### config.mk
export PLATFORM = sky130hd
export DESIGN_NAME = ttl74x469_updown_counter
export DESIGN_NICKNAME = d
export VERILOG_FILES = /design/src/rtl/ttl74x469_updown_counter.sv
export SDC_FILE = /design/constraint.sdc
export NUM_CORES = 1
export LEC_CHECK = 0
export ABC_CLOCK_PERIOD_IN_PS = 2300
export BUFFER_PORTS_ARGS = -buffer_cell sky130_fd_sc_hd__buf_4
export CORE_UTILIZATION = 35
export CTS_CLUSTER_DIAMETER = 50
export CTS_CLUSTER_SIZE = 10
export DETAILED_ROUTE_END_ITERATION = 12
export PLACE_DENSITY = 0.61
export SLEW_MARGIN = 0
export SYNTH_ARGS = -nofsm -noshare
export SYNTH_HDL_FRONTEND = slang
export SYNTH_SLANG_ARGS = --single-unit
### constraint.sdc
create_clock -name CLK -period 2.3 [get_ports CLK]
set_input_delay 0.575 -clock CLK [delete_from_list [all_inputs] [get_ports CLK]]
set_output_delay 0.575 -clock CLK [all_outputs]
set_load 0.02 [all_outputs]
### src/rtl/ttl74x469_updown_counter.sv
// ttl74x469_updown_counter: synchronous presettable up/down binary counter
// with programmable modulus, active-low cascade carry/borrow and a sticky
// wrap flag.
// Optional feature macro: TTL469_COMPARE_EN
//   Defined   -> adds a WIDTH-bit compare register, the CMP_LD input and
//                the MATCH output.
//   Undefined -> plain counter; CMP_LD/MATCH and the compare register are absent.
// Mode encoding on M: 00 clear, 01 count down, 10 parallel load, 11 count up.
module ttl74x469_updown_counter #(
  parameter int WIDTH   = 8,
  parameter int MODULUS = 0
) (
  input  logic             CLK,
  input  logic             CLR,
  input  logic [1:0]       M,
  input  logic             CI_n,
  input  logic [WIDTH-1:0] D,
  input  logic             OE,
  output logic [WIDTH-1:0] Q,
  output logic             CO_n,
  output logic             WRAP
`ifdef TTL469_COMPARE_EN
  ,
  input  logic             CMP_LD,
  output logic             MATCH
`endif
);

  // Terminal value: MODULUS-1, or all ones when the full 2^WIDTH range is used.
  localparam logic [WIDTH-1:0] TOP =
    (MODULUS == 0) ? {WIDTH{1'b1}} : WIDTH'(MODULUS - 1);
  localparam logic [WIDTH-1:0] ONE = {{(WIDTH-1){1'b0}}, 1'b1};

  localparam logic [1:0] M_CLR  = 2'b00;
  localparam logic [1:0] M_DOWN = 2'b01;
  localparam logic [1:0] M_LOAD = 2'b10;
  localparam logic [1:0] M_UP   = 2'b11;

  logic [WIDTH-1:0] count_q, count_d;
  logic             wrap_q,  wrap_d;
  logic             at_top, at_zero;

  // Values above TOP (reachable only by load) count as terminal when counting up.
  assign at_top  = (count_q >= TOP);
  assign at_zero = (count_q == '0);

  // Next-state selection by mode; CLR is applied in the register block.
  always_comb begin
    count_d = count_q;
    wrap_d  = wrap_q;
    unique case (M)
      M_CLR: begin
        count_d = '0;
        wrap_d  = 1'b0;
      end
      M_LOAD: count_d = D;
      M_UP: begin
        if (!CI_n) begin
          if (at_top) begin
            count_d = '0;
            wrap_d  = 1'b1;
          end else begin
            count_d = count_q + ONE;
          end
        end
      end
      M_DOWN: begin
        if (!CI_n) begin
          if (at_zero) begin
            count_d = TOP;
            wrap_d  = 1'b1;
          end else begin
            count_d = count_q - ONE;
          end
        end
      end
      default: ;
    endcase
  end

  // Count and sticky wrap registers; synchronous reset has priority over M.
  always_ff @(posedge CLK) begin
    if (CLR) begin
      count_q <= '0;
      wrap_q  <= 1'b0;
    end else begin
      count_q <= count_d;
      wrap_q  <= wrap_d;
    end
  end

  // Carry/borrow out is low exactly in the cycles that wrap at the next edge.
  assign CO_n = ~(~CI_n & (((M == M_UP) & at_top) | ((M == M_DOWN) & at_zero)));

  // OE only gates the visible value; state is untouched.
  assign Q    = OE ? count_q : '0;
  assign WRAP = wrap_q;

`ifdef TTL469_COMPARE_EN
  logic [WIDTH-1:0] cmp_q;

  // Compare register loads from D independently of the counter mode.
  always_ff @(posedge CLK) begin
    if (CLR)         cmp_q <= '0;
    else if (CMP_LD) cmp_q <= D;
  end

  // Match is taken on the raw count, so it ignores OE.
  assign MATCH = (count_q == cmp_q);
`endif

endmodule

; Word level (Yosys, flattened, before mapping)
; Index checks and enable logic that the tools add are counted.
[totals]
ff_bits = 9
in_bits = 14
out_inout_bits = 10
[classes]
add_sub_neg = 2
magnitude_cmp = 1
n_eq_ne = 7
mux = 11
bitwise_logic = 6
n_reduce_logical = 5
[ops]
columns = operator, count
row1 = two-way mux 8 bit, 5
row2 = one-hot mux 8 bit (4 select lines), 1
row3 = "adder 8 x 1 -> 8 bit, second input constant", 1
row4 = "greater-or-equal comparator 8 bit, second input constant", 1
row5 = zero test 8 bit, 1
row6 = "inequality test 2 bit, second input constant", 4
row7 = "subtractor 8 x 1 -> 8 bit, second input constant", 1
row8 = AND reduction 5 bit, 1
row9 = "equality test 2 bit, second input constant", 2
row10 = two-way mux 1 bit, 4
row11 = AND 1 bit, 3
row12 = one-hot mux 1 bit (3 select lines), 1
row13 = nonzero test 3 bit, 1
row14 = "equality test 2 x 1 -> 1 bit, second input constant", 1
row15 = zero test 2 bit, 1
row16 = inverter 1 bit, 2
row17 = AND reduction 2 bit, 1
row18 = bitwise OR 1 bit, 1

; Depth between registers and ports, before layout
[depth]
ltp_word = 5
ltp_mapped = 7
ltp_nobuf = 6

; Least setup slack after synthesis
; No wires, ideal clock.
[synth_timing]
path_kind = input port to output port
start = input M[1]
end = output CO_n
t_arrival_ns = 1.588
required_ns = 1.725
slack_ns = 0.137
cell_stages = 6
n_path_buf = 1
cell_sequence = inv_1 -> ha_1 -> nor4b_4 -> and2_1 -> buf_2 -> o21bai_1
[synth_between]
elab_chain_len = 5
[synth_lines]
columns = item, line_no
row1 = from (decl), 15  ; input logic [1:0] M,
row2 = equality test 2 bit or equality test 2 x 1 -> 1 bit (tied branches), 93  ; assign CO_n = ~(~CI_n & (((M == M_UP) & at_top) | ((M == M_DOWN) & at_zero)));
row3 = AND 1 bit, 93
row4 = bitwise OR 1 bit (*), 93
row5 = AND 1 bit (*), 93
row6 = inverter 1 bit (*), 93
row7 = to (decl), 20  ; output logic CO_n,
; Every way passes the cells marked *; elsewhere a longest branch is shown, timed or not.

; Final worst setup path
; Same ends and word-level chain as after synthesis.

==> results.md <==
* Status: finished, final reports clean
* Final core utilization at 48.19%
* Min Tclk post-route at 2.221 ns
* Cts bufs inserted at 3
* Syn_area_per_cell at 7.583 sq um
* Area growth from synthesis to layout at 31.62%
* Worst slew margin at 69.04%
* Total number of vias at 1151
* GRT overflow at 0
* Clk sink count at 9
* Post-place instance area at 1280 sq um
* Reg2reg start: count_q[0]
* Worst R2R End: WRAP
* Design area at 1318 sq um
* Final ANT Viol Nets at 0
* Critical Path RT at 1.73 ns
* Die Area at 3077 sq um
* Final Setup Violations at 0
* Yosys top cell by area: dfxtp_1
* Crit Path Max Fanout at 3
* Antenna cell count at 0
* Die Height at 55.48 um
* First-pass GRT wire length at 5.216 mm
* Initial core utilization at 36.61%
* Distinct cells, synth at 44
* Total Wirelength at 3.090 mm
* Post-route DRC at 0
* Share of cells above drive strength 1 at 29.45%
* Clk buf depth at 2
* Worst Hold Class: flip-flop to flip-flop
* Crit. End Element: output port
* Dpl hpwl at 2.431 mm
* Nets@finish at 185
* Pwr dens at 462.8 nW/um^2
* Ys Warns at 0
* IO Count at 24
* Routability cong. at 0.9158
* Worst path arrival time at 1.65 ns
* Iter 0 DRT Violations at 77
* FF+latch count, synth at 9
* Hold wc startpoint: WRAP
* Critical path class: primary input to output port
* DP Worst Slack at 0.06577 ns
* RSZ-0062 raised after global routing: no
* LEAKAGE at 0.0005461 uW
* Routed len/inst at 15.93 um
* All-layer global routing usage at 21.51%
* Top cell type's share of synthesized area at 18.00%
* Top post-synthesis cells by area: dfxtp_1 18%, ha_1 8.8%, and2_1 5.6%
* Row cnt at 19
* Pin count of the biggest net entering global routing at 13
* Register area share after synthesis at 18.00%
* Clock Latency Late Sink at 0.27 ns
* Final Skew at 0.01151 ns
* Max VDD drop at 0.3061 mV
* First-pass DRT Iterations at 4
* Die width at 55.48 um
* Post-synth net total at 153
* Vias in the first global route at 1095
* Period utilization at 96.57%
* Post-synth top flop: dfxtp_1
* CTS tree: done
* Setup TNS at 0 ns
* Post-route setup slack at 0.07897 ns
* Final Hold Violating Endpoints at 0
* Cells after synthesis at 132
* Routed vias/inst at 5.933
* Worst Tran Pin Value at 0.4605 ns
* Final instance count without filler cells at 194
* Max-slew violation total from the final report at 0
* Initial antenna violation count at 0
* Worst Reg2Reg Path Length in Cells at 6
* Fmax at 450.2 MHz
* Synth top cells by count: 9 x and2_1, 9 x dfxtp_1, 9 x inv_1
* Mapped cell area at 1001 sq um
* Port Buffers at 23
* Crit path launch type: primary input
* Hold path endpoint: WRAP
* Clk root buf: clkbuf_4
* Reg2Reg Setup Slack at 0.51 ns
* Hold-critical path depth at 2
* # Max-Cap Violations at 0
* Reg clk slew, reported paths at 0.08 ns
* H-tree depth at 1
* Core area at 2734 sq um
* Layout fillers at 273
* EDFF count, synth at 0
* Placed Instances at 190
* Asr flop ratio synth at 0%
## cells in the final DEF, fill, tap and decap left out, drive strengths merged, types with 2 or more instances in the layout
cell type and n:
inv 9, o31a 3, nor4b 2, xnor2 2, nand2 8, o21a 4, o21ai 9, nor3 5
clkbuf 4, a211oi 4, a221oi 4, and2 9, dfxtp 9, o211ai 2, and3 2, a21oi 7
nand3 3, nor2 5, buf 37, a31oi 5, nor2b 2, nand2b 2, a22oi 3, or3 3
ha 7
## metal layers
layer | wire length, um | vias to the layer above | GRT usage (%)
met5 | 0 | - | 0
met4 | 52 | 0 | 9.643
met3 | 243 | 6 | 2.576
met2 | 1480 | 60 | 35.28
met1 | 1314 | 530 | 28.18
li1 | - | 555 | -
## state kept, by name, indices dropped and copies added, names as in the netlist
register,flops
count_q,8
WRAP,1
## worst max-delay path by stage
stage | slack [ns] | start | cells after the start | endpoint
final | 0.08 | M[1] | 7 | CO_n
after global routing | 0.02 | M[1] | 7 | CO_n
after CTS | 0.04 | count_q[1] | 6 | CO_n
after detailed placement | 0.07 | M[1] | 7 | CO_n
after global placement | 0.11 | M[1] | 7 | CO_n
after floorplan | 0.14 | M[1] | 6 | CO_n
## cells by family (layout without fill, tap and decap cells)
family                   count (synthesis)  count (layout)  synth area share [%]
flip-flops                               9               9                 18.00
buffers and inverters                   19              50                 8.375
XOR/XNOR                                 3               3                 2.625
adder cells (fa/ha/maj)                  7               7                 8.750
AO/OA/AOI/OAI                           49              49                 34.25
AND/OR/NAND/NOR                         45              45                 28.00
## report_power, final
| group | switching [uW] | internal [uW] | total [uW] |
|---|---|---|---|
| combinational | 144 | 135 | 279 |
| clock | 68.2 | 67.0 | 135 |
| sequential | 25.0 | 170 | 195 |
## stage by stage
stage / hold WS (ns) / power [uW]
floorplan: 0.5125 / 360.5
global placement: 0.4592 / 466.1
detailed placement: 0.4596 / 468.0
CTS: 0.4771 / 604.1
global route: 0.4894 / 645.2
finish: 0.4733 / 609.7
## repair_timing
item,in CTS,in global routing
gates resized for setup,0,3
setup buffers,0,0
hold buffers,0,0
endpoints found under the setup margin,0,1
## cell type report
class / instances / area [sq um] / share of cell area (%)
Clock buffer: 4 / 26.28 / 1.994
Sequential cell: 9 / 180.2 / 13.68
Tap cell: 31 / 38.79 / 2.944
Inverter: 9 / 33.78 / 2.564
Multi-Input combinational cell: 104 / 748.2 / 56.79
Timing Repair Buffer: 37 / 290.3 / 22.03
## worst max-delay path: stages
cell and delay [ns]:
buf_4 0.12, inv_1 0.07, ha_2 0.21, nor4b_4 0.26
and2_4 0.19, o21bai_1 0.07, buf_4 0.16
Note: power is estimated with default switching activity, not from simulation.
